--- config.mk ---
export PLATFORM = sky130hd
export DESIGN_NAME = rm_token_chain
export DESIGN_NICKNAME = d
export VERILOG_FILES = /design/src/rtl/rm_token_chain.sv
export SDC_FILE = /design/constraint.sdc
export NUM_CORES = 1
export LEC_CHECK = 0
export BUFFER_PORTS_ARGS = -buffer_cell sky130_fd_sc_hd__buf_2
export CAP_MARGIN = 30
export CORE_ASPECT_RATIO = 0.75
export CORE_UTILIZATION = 40
export DETAILED_ROUTE_END_ITERATION = 7
export GPL_TIMING_DRIVEN = 0
export PLACE_DENSITY_LB_ADDON = 0.15
export REMOVE_ABC_BUFFERS = 1
export SLEW_MARGIN = 5
export SYNTH_ARGS = -nofsm -noshare
export SYNTH_HDL_FRONTEND = slang
export SYNTH_SLANG_ARGS = --single-unit
--- constraint.sdc ---
create_clock -name clk_i -period 3.3 [get_ports clk_i]
set_clock_uncertainty 0.1 [all_clocks]
set_input_delay 0.66 -clock clk_i [delete_from_list [all_inputs] [get_ports clk_i]]
set_output_delay 0.66 -clock clk_i [all_outputs]
set_load 0.02 [all_outputs]
--- src/rtl/rm_token_chain.sv ---
// Fixed-depth token pipeline: shifts tokens toward a retire port, supports per-stage clear and stall.
// Optional same-cycle pass-through on an empty chain when RM_TOKEN_CHAIN_BYPASS_EN is defined.
module rm_token_chain #(
    parameter int NUM_STAGES = 4,
    parameter int TOKEN_W    = 32
) (
    input  logic                                 clk_i,
    input  logic                                 rst_i,
    input  logic                                 token_valid_i,
    input  logic [TOKEN_W-1:0]                   token_i,
    output logic                                 token_ready_o,
    input  logic                                 stall_i,
    input  logic [NUM_STAGES-1:0]                clear_stage_i,
    output logic [NUM_STAGES-1:0]                stage_valid_o,
    output logic [NUM_STAGES*TOKEN_W-1:0]        stage_token_o,
    output logic                                 retire_valid_o,
    output logic [TOKEN_W-1:0]                   retire_token_o,
    input  logic                                 retire_ready_i,
    output logic [$clog2(NUM_STAGES+1)-1:0]      occupancy_o,
    output logic [15:0]                          drop_cnt_o
);

    localparam int OCC_W = $clog2(NUM_STAGES + 1);
    localparam int TOT_W = NUM_STAGES * TOKEN_W;

    logic [NUM_STAGES-1:0] r_valid;
    logic [TOT_W-1:0]      r_token;
    logic [15:0]           r_drop_cnt;

    logic [NUM_STAGES-1:0] w_live;
    logic                  w_advance;
    logic                  w_bypass;
    logic                  w_stage0_valid;
    logic [16:0]           w_drop_sum;

    // A stage being cleared this cycle is treated as empty everywhere downstream.
    assign w_live    = r_valid & ~clear_stage_i;
    assign w_advance = ~stall_i & (~w_live[NUM_STAGES-1] | retire_ready_i);

`ifdef RM_TOKEN_CHAIN_BYPASS_EN
    assign w_bypass = ~rst_i & ~(|r_valid) & ~stall_i & token_valid_i & retire_ready_i;
`else
    assign w_bypass = 1'b0;
`endif

    assign w_stage0_valid = token_valid_i & ~w_bypass;
    assign w_drop_sum     = {1'b0, r_drop_cnt} + 17'($countones(r_valid & clear_stage_i));

    always_ff @(posedge clk_i) begin
        if (rst_i) begin
            r_valid    <= '0;
            // NOTE: token storage is reset too so invalid slots never read back as X.
            r_token    <= '0;
            r_drop_cnt <= '0;
        end else begin
            r_drop_cnt <= w_drop_sum[16] ? 16'hFFFF : w_drop_sum[15:0];
            if (w_advance) begin
                r_valid <= {w_live[NUM_STAGES-2:0], w_stage0_valid};
                r_token <= {r_token[TOT_W-TOKEN_W-1:0], token_i};
            end else begin
                r_valid <= w_live;
            end
        end
    end

    assign token_ready_o  = w_advance & ~rst_i;
    assign retire_valid_o = w_live[NUM_STAGES-1] | w_bypass;
    assign retire_token_o = w_bypass ? token_i : r_token[TOT_W-1 -: TOKEN_W];
    assign stage_valid_o  = r_valid;
    assign stage_token_o  = r_token;
    assign occupancy_o    = OCC_W'($countones(r_valid));
    assign drop_cnt_o     = r_drop_cnt;

endmodule

Word-level counts from Yosys, hierarchy flattened. Cells that the tools add are included.

Add/subtract/negate cells: 7. Multipliers: 0. Divide/modulo/power cells: 0. $lt $le $gt $ge: 0. Equal/unequal tests: 0. Shift operators: 0. Mux-type cells: 2. Bitwise logic cells: 9. Reduce and logical (&&, ||, !) cells: 0.

Operator list (count): $add 16x3->17 (1); $mux 16 (1); $add 1x1->2 (4); $and 4x4->4 (2); $add 2x2->3 (2); $mux 4 (1); $not 4->4 (1); $not 1->1 (3); $and 1x1->1 (2); $or 1x1->1 (1).

Bits in registers: 148. Latch bits: 0. Memory bits (writable): 0. ROM bits: 0. Bits of input ports: 41. Output and inout port bits: 185. Logic and storage cells: 21. Memories: 0.

Depth between registers and ports, before layout.
Depth in word-level cells: 6. Gate-level depth with buffers: 9. Depth with buffers taken out: 9.

Least setup slack after synthesis. Ideal clock, no wire load.

Path type: input port to flip-flop. Start: input clear_stage_i[0]. End: register r_drop_cnt[12] (netlist: drop_cnt_o[12]). Data arrival time: 2713 ps. Required time: 3069 ps. Setup slack: 356 ps. Stages: 9. Path buffers: 0. Path through: nand2_1 > fa_1 > fa_1 > inv_1 > fa_1 > nand4_1 > nor4_2 > and3b_1 > nor3_1.

Word-level cells in the longest chain between the ends: 5.

RTL lines: from (decl) (RTL line 13) `input logic [NUM_STAGES-1:0] clear_stage_i,`; $and 4x4->4 (RTL line 47) `assign w_drop_sum = {1'b0, r_drop_cnt} + 17'($countones(r_valid & clear_stage_i));`; $add 1x1->2 (implied by the code) (RTL line 47); $add 2x2->3 (implied by the code) (RTL line 47); $add 16x3->17 (RTL line 47); $mux 16 (RTL line 56) `r_drop_cnt <= w_drop_sum[16] ? 16'hFFFF : w_drop_sum[15:0];`; to (signal assigned) (RTL line 56); to (decl) (RTL line 28) `logic [15:0] r_drop_cnt;`.

No other way between the ends. A chain may end at the register's enable or synchronous reset.

Worst setup path in the final report.
Start: register r_valid[3] (netlist: stage_valid_o[3]). End: output token_ready_o.

Word-level cells in the longest chain between the ends: 5.

RTL lines: from (decl) (RTL line 26) `logic [NUM_STAGES-1:0] r_valid;`; from (signal assigned) (RTL line 58) `r_valid <= {w_live[NUM_STAGES-2:0], w_stage0_valid};`; from (signal assigned) (RTL line 61) `r_valid <= w_live;`; $and 4x4->4 (RTL line 37) `assign w_live = r_valid & ~clear_stage_i;`; $not 1->1 (RTL line 38) `assign w_advance = ~stall_i & (~w_live[NUM_STAGES-1] | retire_ready_i);`; $or 1x1->1 (RTL line 38); $and 1x1->1 (RTL line 38); $and 1x1->1 (RTL line 66) `assign token_ready_o = w_advance & ~rst_i;`; to (decl) (RTL line 11) `output logic token_ready_o,`.

No other way between the ends.

==> summary.txt <==
Outcome
  • Outcome: finished clean

CTS
  • Inserted Clock Buffers: 17
  • Count of cells resized by post-cts repair: 0
  • CTS H-tree lvls: 4
  • TritonCTS clock tree: done
  • Post-CTS setup repair buffer count: 0
  • Maximum count of clock buffers along a single path: 2
  • CTS hold repair buffers: 0
  • Number of clock sinks: between 100 and 150
  • Worst-Skew Late Latency: approximately 400 ps
  • Clock transition at path regs: 60 ps
  • Buffer type at the clock tree root: clkbuf_16

Detailed routing
  • Per-cell via count in the routed design: around 4.8
  • WL final: ~14 mm
  • Number of nets with antenna violations after routing: 0
  • First-iteration detailed-routing DRC count: approximately 290
  • Post-detailed-route wirelength per cell: 12.9 microns
  • Number of vias in the routed layout: 5184
  • Drc violations: 0
  • Drt pass-1 iters: 4

STA
  • Worst slew margin relative to its limit: 53.5%
  • Final Max Tran Viols: 0
  • Final Hold Slack: ~360 ps
  • Transition at the pin with the smallest max-transition slack: between 600 and 700 ps
  • Share of the cycle needed by the critical path after routing: 92.4%
  • Time the final worst path needs with I/O delays and setup: approximately 3100 ps
  • RSZ-0062 raised after global routing: false
  • Fmax achieved: 328 MHz
  • Final Hold Fails: 0
  • Final Setup Violations: 0
  • Final Worst Setup Slack: 250 ps

Final layout
  • Layout net count: 934
  • Finished layout cell area: between 7000 and 8000 sq um
  • Filler Cells Inserted: 1345
  • Share of layout cells above drive strength 1: 30.6%
  • Non-filler cells in the finished layout: 1074
  • Number of diodes added for antenna fixing: 0
  • Layout-stage area growth over the synthesis result: 28.3%

Pwr
  • Clock power frac: around half
  • Worst vdd ir: between 300 and 400 uV
  • Portion of total power attributed to combinational logic: 7.0%
  • Static leakage: 0.00333 uW
  • Flop pwr share: between 40% and 50%
  • Pwr Density: 562 nW/um^2
  • Net switching power figure: between 900 and 1000 uW
  • Total power after layout: approximately 4200 uW
  • Power Internal: around 3200 uW
  • Sw Ratio: roughly a quarter

Synthesis
  • Post-Synthesis Cell Area: roughly 5800 sq um
  • Number of synthesized flops with an enable pin: 0
  • Proportion of register bits with asynchronous set or reset after synthesis: 0%
  • Sequential-to-total area share from yosys stat: between 50% and 60%
  • Synth Flop Type: dfxtp_1
  • Post-synthesis register bit count: between 100 and 150
  • Yosys synthesis warning count: 0
  • Mapped Cells: between 700 and 800
  • Count of different cell masters after synthesis: 42
  • Post-synthesis average cell area: ~8.1 sq um

Job
  • Max Cap Viol: 0

Floorplan
  • Core area: roughly 14000 sq um
  • Total die area: 14900 sq um
  • Vertical die dimension: 106 microns
  • Starting density of the core: roughly two fifths
  • Boundary pin count: 226
  • Row cnt: 37
  • Floorplan die width: around 140 microns

Worst setup path
  • Reg2Reg Setup Slack: 290 ps
  • Data required time at the worst endpoint: 2540 ps
  • Category of the critical setup timing path: flip-flop to output pin
  • Crit-path leading delay family: compound AO/OA/AOI/OAI gates
  • Cells along the critical path: nor2b_2 -> a21o_4 -> buf_16 -> nor2_1 -> buf_2
  • Crit path arrival time: 2290 ps
  • Critical Path End Type: output pin
  • Startpoint class of the critical path: flip-flop
  • Longest individual stage delay on the worst path: about 610 ps
  • Cell type of the slowest stage on the worst timing path: a21o_4
  • Critical-path maximum fanout: 67
  • Buffering stage count on the worst path with inverters included: 2

Global route
  • Number of global-route vias before repair: about 4500
  • Wire length of the first global-routing pass: roughly 22 mm
  • Global-route total usage across every layer: about a fifth
  • Overflow after GRT: 0
  • Initial antenna violation count: 0
  • Pin count of the biggest net entering global routing: between 90 and 100

Worst hold path
  • Worst min-delay path class: flip-flop to flip-flop

Placement
  • Number of cells after detailed placement: ~1000
  • Quantity of I/O buffers inserted on ports: between 200 and 250
  • Final estimated routing congestion in global placement: 0.792
  • DPL Wire Length: about 9.4 mm
  • Post-Place Setup Slack: -13.2 ps
  • Post-placement cell area: ~6800 sq um
cell usage after synthesis (2+ instances only):
cell type  count  area share [%]
fa_1           4             1.4
a31oi_1        2            0.22
nor2b_1        3            0.32
buf_2         16             1.4
ha_1           3            0.65
buf_6          8             1.6
clkbuf_1      21             1.4
xnor2_1        6            0.91
nand2_1      269              17
buf_4         33             4.3
nor2_1         5            0.32
nand4_2        2            0.43
inv_1         13            0.84
dfxtp_1      148              51
nor3_1         4            0.35
a21oi_1      143              12
xor2_1         3            0.45
o21ai_0        4            0.35
nand3_1        4            0.35
path summary, 6_finish.rpt:
check                         start                 to  depth (start not counted)
setup / recovery   stage_valid_o[3]      token_ready_o                          5
hold reg to reg   stage_token_o[39]  stage_token_o[71]                          2
hold / removal    stage_token_o[39]  stage_token_o[71]                          2
setup reg to reg   stage_valid_o[2]     drop_cnt_o[13]                          9
registers in the layout, summed over array words and instances (netlist names):
register,cells
stage_valid_o,4
drop_cnt_o,16
stage_token_o,128
per-layer routing:
layer	GRT usage [%]	wire length (microns)	share of wire, %
met5	0	0	0
met4	8.54	206	1.5
met3	6.17	1040	7.5
met2	28.3	6230	45
met1	24.2	6430	46
cell families after synthesis:
group                    synth area share [%]
AO/OA/AOI/OAI                            14.5
buffers and inverters                    9.44
XOR/XNOR                                 1.36
flip-flops                               51.3
AND/OR/NAND/NOR                          21.4
adder cells (fa/ha/maj)                  2.04
power by group through the flow:
stage                     Sequential [uW]  Combinational (uW)  Clock (uW)
final                                1860                 293        2020
after global routing                 1870                 321        2150
after CTS                            1860                 296        2070
after detailed placement             1900                 295           0
after global placement               1900                 273           0
after floorplan                      1950                87.9           0
stage by stage:
step / utilization, % / TNS [ps]
after floorplan: - / -76780
after global placement: 47.7 / -282680
after detailed placement: 49.0 / -19.8
after CTS: 53.4 / 0
after global routing: 53.4 / 0
final: 53.4 / 0
cells in the final DEF, fill, tap and decap left out, types with 2 or more instances in the layout:
master     instances
nor2_1             5
clkbuf_1           2
ha_1               3
nand4_2            2
xnor2_1            6
nor2b_1            3
xor2_1             3
o21ai_0            4
dfxtp_1          148
clkinv_2           4
nor3_1             4
inv_1             13
bufinv_16          4
nand3_1            4
a31oi_1            2
buf_16             4
a21oi_1          143
buf_2            224
clkbuf_16         17
clkinv_4           3
buf_12             2
fa_1               4
nand2_1          269
area by class of cell:
class | instances | area (sq um) | share of cell area [%]
repair buffers | 231 | 1280 | 17.3
clock buffers | 19 | 433 | 5.84
inverters | 13 | 48.8 | 0.658
flip-flops and latches | 148 | 2960 | 40.0
multi-input cells | 475 | 2290 | 30.8
well taps | 175 | 219 | 2.95
clock inverters | 13 | 183 | 2.46
tightest hold or removal path: stages, from the launching register on:
cell and delay [ps]:
dfxtp_1 320, nand2_1 50, a21oi_1 50
No activity file was read; power rests on OpenSTA's default activity.
